===== src/rtl/uart_pkg.sv =====
// Shared definitions for the UART transmit path.
// Holds the arbiter FSM state encoding and the default byte width.
package uart_pkg;

    localparam int unsigned UART_DATA_W = 8;

    typedef enum logic [1:0] {
        ARB_IDLE  = 2'd0,
        ARB_OWN   = 2'd1,
        ARB_DRAIN = 2'd2
    } arb_state_e;

endpackage : uart_pkg


===== src/rtl/rr_picker.sv =====
// One-hot request selector, reusable by any arbiter.
// Ports:
//   req  - request vector, one bit per requester
//   ptr  - first index searched when mode=1 (round robin); the search wraps
//   mode - 0: lowest set index wins, 1: first set index at or after ptr wins
//   win  - one-hot winner, all zero when req is empty
module rr_picker #(
    parameter int unsigned N     = 4,
    parameter int unsigned IDX_W = (N > 1) ? $clog2(N) : 1
) (
    input  logic [N-1:0]     req,
    input  logic [IDX_W-1:0] ptr,
    input  logic             mode,
    output logic [N-1:0]     win
);

    logic             found;
    int unsigned      pos;
    logic [IDX_W-1:0] sel;

    // Walk all N positions from the search origin and keep the first hit.
    always_comb begin
        win   = '0;
        found = 1'b0;
        pos   = 0;
        sel   = '0;
        for (int unsigned i = 0; i < N; i++) begin
            pos = mode ? ((32'(ptr) + i) % N) : i;
            sel = IDX_W'(pos);
            if (!found && req[sel]) begin
                win[sel] = 1'b1;
                found    = 1'b1;
            end
        end
    end

endmodule : rr_picker


===== src/rtl/uart_tx_arbiter.sv =====
// Shares one uart_tx transmitter among NUM_CH byte producers. A producer
// owns the line for a whole message (while its ch_req is high), so bytes of
// different producers never interleave. A watchdog reclaims the line from
// an owner that stays idle for TIMEOUT cycles and locks it out until it
// drops its request.
// Ports:
//   clk, rst_n    - clock, synchronous active-low reset
//   ch_req        - per-channel message request (held for the whole message)
//   ch_start      - per-channel one-cycle byte-send pulse
//   ch_data       - per-channel byte, channel i at [i*DATA_W +: DATA_W]
//   ch_busy       - per-channel busy (replaces uart_tx's tx_busy)
//   uart_tx_busy  - busy from uart_tx
//   uart_tx_en    - registered send pulse to uart_tx
//   uart_tx_data  - registered byte to uart_tx
//   grant         - one-hot owner, zero when nobody owns the line
//   timeout_err   - one-cycle pulse on forced release
//   timeout_ch    - index of the last timed-out channel
module uart_tx_arbiter
    import uart_pkg::*;
#(
    parameter int unsigned NUM_CH   = 4,
    parameter int unsigned DATA_W   = UART_DATA_W,
    parameter int unsigned ARB_MODE = 0,
    parameter int unsigned TIMEOUT  = 50_000_000,
    parameter int unsigned IDX_W    = (NUM_CH > 1) ? $clog2(NUM_CH) : 1
) (
    input  logic                     clk,
    input  logic                     rst_n,
    input  logic [NUM_CH-1:0]        ch_req,
    input  logic [NUM_CH-1:0]        ch_start,
    input  logic [NUM_CH*DATA_W-1:0] ch_data,
    output logic [NUM_CH-1:0]        ch_busy,
    input  logic                     uart_tx_busy,
    output logic                     uart_tx_en,
    output logic [DATA_W-1:0]        uart_tx_data,
    output logic [NUM_CH-1:0]        grant,
    output logic                     timeout_err,
    output logic [IDX_W-1:0]         timeout_ch
);

    localparam int unsigned      CNT_W    = $clog2(TIMEOUT);
    localparam logic [CNT_W-1:0] CNT_LAST = CNT_W'(TIMEOUT - 1);
    localparam logic [IDX_W-1:0] IDX_LAST = IDX_W'(NUM_CH - 1);
    localparam logic             RR_MODE  = (ARB_MODE == 1) ? 1'b1 : 1'b0;

    arb_state_e          state_q,   state_d;
    logic [NUM_CH-1:0]   grant_q,   grant_d;
    logic [IDX_W-1:0]    gidx_q,    gidx_d;
    logic [IDX_W-1:0]    last_q,    last_d;
    logic [CNT_W-1:0]    cnt_q,     cnt_d;
    logic [NUM_CH-1:0]   lockout_q, lockout_d;
    logic                tx_en_q,   tx_en_d;
    logic [DATA_W-1:0]   tx_data_q, tx_data_d;
    logic                terr_q,    terr_d;
    logic [IDX_W-1:0]    tch_q,     tch_d;

    logic [NUM_CH-1:0]   eligible;
    logic [IDX_W-1:0]    start_ptr;
    logic [NUM_CH-1:0]   win;
    logic [IDX_W-1:0]    win_idx;
    logic                own_req;
    logic                own_start;
    logic [DATA_W-1:0]   own_data;

    // Locked-out channels are invisible to arbitration until they drop ch_req.
    assign eligible  = ch_req & ~lockout_q;
    // Round-robin search begins just after the last owner, wrapping to 0.
    assign start_ptr = (last_q == IDX_LAST) ? '0 : last_q + 1'b1;

    rr_picker #(
        .N     (NUM_CH),
        .IDX_W (IDX_W)
    ) u_picker (
        .req  (eligible),
        .ptr  (start_ptr),
        .mode (RR_MODE),
        .win  (win)
    );

    // One-hot winner to index.
    always_comb begin
        win_idx = '0;
        for (int unsigned i = 0; i < NUM_CH; i++) begin
            if (win[i]) begin
                win_idx = IDX_W'(i);
            end
        end
    end

    // Owner's request, start pulse and byte.
    assign own_req   = ch_req[gidx_q];
    assign own_start = ch_start[gidx_q];
    assign own_data  = ch_data[32'(gidx_q) * DATA_W +: DATA_W];

    // Next-state and next-output logic.
    always_comb begin
        state_d   = state_q;
        grant_d   = grant_q;
        gidx_d    = gidx_q;
        last_d    = last_q;
        cnt_d     = cnt_q;
        lockout_d = lockout_q & ch_req;
        tx_en_d   = 1'b0;
        tx_data_d = tx_data_q;
        terr_d    = 1'b0;
        tch_d     = tch_q;

        case (state_q)
            ARB_IDLE: begin
                if (|eligible) begin
                    state_d = ARB_OWN;
                    grant_d = win;
                    gidx_d  = win_idx;
                    last_d  = win_idx;
                    cnt_d   = '0;
                end
            end

            ARB_OWN: begin
                // A byte is forwarded even in the cycle the owner releases.
                if (own_start) begin
                    tx_en_d   = 1'b1;
                    tx_data_d = own_data;
                end
                if (!own_req) begin
                    state_d = ARB_DRAIN;
                    grant_d = '0;
                end else if (own_start) begin
                    cnt_d = '0;
                end else if (cnt_q == CNT_LAST) begin
                    terr_d            = 1'b1;
                    tch_d             = gidx_q;
                    lockout_d[gidx_q] = 1'b1;
                    state_d           = ARB_DRAIN;
                    grant_d           = '0;
                end else if (cnt_q != '1) begin
                    cnt_d = cnt_q + 1'b1;
                end
            end

            ARB_DRAIN: begin
                // Wait for the last byte to leave uart_tx before re-arbitrating.
                if (!tx_en_q && !uart_tx_busy) begin
                    state_d = ARB_IDLE;
                end
            end

            default: begin
                state_d = ARB_IDLE;
                grant_d = '0;
            end
        endcase
    end

    // State and output registers.
    always_ff @(posedge clk) begin
        if (!rst_n) begin
            state_q   <= ARB_IDLE;
            grant_q   <= '0;
            gidx_q    <= '0;
            last_q    <= IDX_LAST;
            cnt_q     <= '0;
            lockout_q <= '0;
            tx_en_q   <= 1'b0;
            tx_data_q <= '0;
            terr_q    <= 1'b0;
            tch_q     <= '0;
        end else begin
            state_q   <= state_d;
            grant_q   <= grant_d;
            gidx_q    <= gidx_d;
            last_q    <= last_d;
            cnt_q     <= cnt_d;
            lockout_q <= lockout_d;
            tx_en_q   <= tx_en_d;
            tx_data_q <= tx_data_d;
            terr_q    <= terr_d;
            tch_q     <= tch_d;
        end
    end

    // Owner sees busy from uart_tx, plus the cycle before uart_tx raises it;
    // everybody else is held off.
    always_comb begin
        ch_busy = '1;
        for (int unsigned i = 0; i < NUM_CH; i++) begin
            if (state_q == ARB_OWN && grant_q[i]) begin
                ch_busy[i] = uart_tx_busy | tx_en_q;
            end
        end
    end

    assign grant        = grant_q;
    assign uart_tx_en   = tx_en_q;
    assign uart_tx_data = tx_data_q;
    assign timeout_err  = terr_q;
    assign timeout_ch   = tch_q;

endmodule : uart_tx_arbiter


===== config.mk =====
export PLATFORM = sky130hd
export DESIGN_NAME = uart_tx_arbiter
export DESIGN_NICKNAME = d
export VERILOG_FILES = /design/src/rtl/uart_pkg.sv /design/src/rtl/rr_picker.sv /design/src/rtl/uart_tx_arbiter.sv
export SDC_FILE = /design/constraint.sdc
export NUM_CORES = 1
export LEC_CHECK = 0
export ABC_CLOCK_PERIOD_IN_PS = 5000
export BUFFER_PORTS_ARGS = -buffer_cell sky130_fd_sc_hd__buf_2
export CAP_MARGIN = 10
export CELL_PAD_IN_SITES_DETAIL_PLACEMENT = 0
export CELL_PAD_IN_SITES_GLOBAL_PLACEMENT = 1
export CORE_UTILIZATION = 44
export DETAILED_ROUTE_END_ITERATION = 8
export PLACE_DENSITY_LB_ADDON = 0.15
export SYNTH_ARGS = -nofsm -noshare
export SYNTH_HDL_FRONTEND = slang
export SYNTH_HIERARCHICAL = 1
export SYNTH_SLANG_ARGS = --single-unit

===== constraint.sdc =====
create_clock -name clk -period 5 [get_ports clk]
set_input_delay 0.25 -clock clk [delete_from_list [all_inputs] [get_ports clk]]
set_output_delay 0.25 -clock clk [all_outputs]
set_load 0.05 [all_outputs]

==> flow_summary.json <==
{
  "status": "complete, no violations",
  "syn2layout_area_growth_pct": 13.4,
  "post_cts_buffers": 0,
  "synth_warnings": 6,
  "maxSlewViolCount": 0,
  "grt_max_degree": 38,
  "syn_inst": 404,
  "yosys.cell_types.count": 60,
  "skew_ns": 0.0109,
  "final_common_cell": "buf_2",
  "dr_total_vias": 3180,
  "io_pins": 63,
  "finalWorstSetupSlack_ns": 1.89,
  "cts_made_buffers": 5,
  "dp_hpwl_microns": 6140,
  "drc": 0,
  "clk_latency_ns": 0.32,
  "max_stage_delay_ns": 0.73,
  "cp.buffers_inverters": 0,
  "hold_buffers": 0,
  "fin_nets": 496,
  "core.rowCount": 31,
  "core_region_area_sq_mm": 0.00721,
  "fmax_ghz": 0.322,
  "startpoint_type": "register",
  "path_max_fanout": 16,
  "irDropWorstVdd_mv": 0.218,
  "tns_ns": 0,
  "die_w_microns": 88.2,
  "portBuffers": 62,
  "fillers": 729,
  "synth-seq-area-share_pct": 31.8,
  "grtUsageTotal_pct": 23.0,
  "rsz0062_at_grt": "no",
  "routed_wl_microns": 8730,
  "root_buffer": "clkbuf_8",
  "grt_pass1_wl_microns": 14000,
  "power_mw": 1.34,
  "critPathArrivalTime_ns": 3.36,
  "cp_top_family": "simple AND/OR/NAND/NOR gates",
  "die_y_microns": 88.2,
  "cp.required_ns": 5.25,
  "slowest_stage": "dfxtp_1",
  "end_kind": "register",
  "antenna_cells": 0,
  "synth_edf_count": 0,
  "place_ws_ns": 1.88,
  "power_density_mw_per_mm2": 360,
  "vias_per_cell": 5.78,
  "tritoncts": "built",
  "path_clk_slew_ns": 0.10,
  "syn_area_sq_mm": 0.00327,
  "leakagePower_nw": 1.35,
  "cap_violations": 0,
  "yosys_most_used_dff": "dfxtp_1",
  "wl_per_cell_microns": 15.9,
  "cp_cell_sequence": "mux4_2 -> nor2_1 -> o211ai_2 -> or4_1 -> a21oi_1",
  "drtPass1Iterations": 4,
  "first_global_vias": 2879,
  "drt_iter0_markers": 149,
  "grt_overflow": 0,
  "die_area_sq_mm": 0.00778,
  "postLayoutCellArea_sq_mm": 0.00371,
  "async_flop_share_pct": 0,
  "htree_levels": 2,
  "ctsResizeCount": 0,
  "timing.final.crit_share_pct": 62.2,
  "criticalPathCategory": "register to register",
  "clock-sinks": 52,
  "hold_class": "input pin to register",
  "setup_viol": 0,
  "grt_antenna_before_repair": 0,
  "period_needed_ns": 3.11,
  "ant_nets": 0,
  "worstMarginPinSlew_ns": 0.858,
  "hold_viol_final": 0,
  "drive_gt1_share_pct": 20.4,
  "synth_seq_cells": 52,
  "fin_worst_hold_slack_ns": 0.174,
  "postPlaceCellArea_sq_mm": 0.00359,
  "final_cell_mix": "62 x buf_2, 52 x dfxtp_1, 43 x nor2_1",
  "place_congestion": 0.910,
  "cts.path.max_buffers": 2,
  "start_util_pct": 45.4,
  "relSlewSlack_pct": 42.6,
  "avgSynthCellArea_sq_um": 8.10
}
[path summary, 6_finish.rpt]
path                                    start  slack [ns]       endpoint  depth (start not counted)
worst max-delay path                gidx_q[1]        1.89      cnt_q[16]                          5
worst max register to register      gidx_q[1]        1.89      cnt_q[16]                          5
worst min-delay path                ch_req[0]        0.17   lockout_q[0]                          3
worst min register to register  timeout_ch[0]        0.47  timeout_ch[0]                          2
[area by class of cell]
class	count	area, sq um	area share, %
multi-input cells	322	2080	56.2
repair buffers	63	318	8.56
flip-flops and latches	52	1040	28.1
clock buffers	6	82.6	2.23
inverters	6	22.5	0.607
well taps	99	124	3.34
clock inverters	2	38.8	1.05
[cell families after synthesis]
group                      synth area share, %
and+or+nand+nor                           31.3
AOI/OAI and AO/OA                         20.3
DFF                                       31.8
buffers and inverters                     4.70
muxes                                     10.3
adders and majority gates                 1.15
other                                    0.115
xor gates and xnor gates                 0.268
[power by group]
group / switching [mW] / leakage, nW / internal [mW] / total, mW
logic: 0.328 / 0.864 / 0.207 / 0.534
registers: 0.0386 / 0.421 / 0.448 / 0.487
clock network: 0.152 / 0.0614 / 0.164 / 0.316
total: 0.519 / 1.35 / 0.819 / 1.34
[flip-flops by register name, summed over array words and instances (netlist names)]
| signal | flops |
|---|---|
| cnt_q | 26 |
| uart_tx_data | 8 |
| grant | 4 |
| lockout_q | 4 |
| gidx_q | 2 |
| last_q | 2 |
| state_q | 2 |
| timeout_ch | 2 |
| timeout_err | 1 |
| uart_tx_en | 1 |
[through the flow]
stage,std cells,utilization [%]
final,550,51.4
after detailed placement,542,49.8
after CTS,550,51.4
after global routing,550,51.4
after global placement,542,49.8
after floorplan,406,-
[synth_stat cells (5+ instances only)]
master    count  area (sq um)
a21oi_1      39           195
a31oi_1       5          31.3
and2_1        5          31.3
clkbuf_1     17          63.8
dfxtp_1      52          1040
inv_1         5          18.8
mux2i_1      10           100
mux4_2       10           225
nand2_1      35           131
nand3_1      17          85.1
nand3b_1      5          37.5
nand4_1      13          81.3
nor2_1       43           161
nor2b_1       9          56.3
nor3_1        6          30.0
nor4_1        6          37.5
o21a_1        7          52.6
o21ai_0      10          50.1
o21ai_1      24           120
or3_1         7          43.8
or4_1        10          75.1
[routing by layer]
layer  share of wire (%)  GRT usage [%]  routed length, microns
met1                  46           30.6                    4010
met2                  49           38.5                    4320
met3                 3.7           3.64                     327
met4                0.86           6.60                      75
met5                   0              0                       0
[worst register-to-register path, delay by kind of cell, from the launching register on]
kind / cells / cell delay (ns)
AO/OA/AOI/OAI: 2 / 0.60
flip-flops: 1 / 0.73
multiplexers: 1 / 0.45
AND/OR/NAND/NOR: 2 / 1.28
Power figures use the tool's default switching activity.
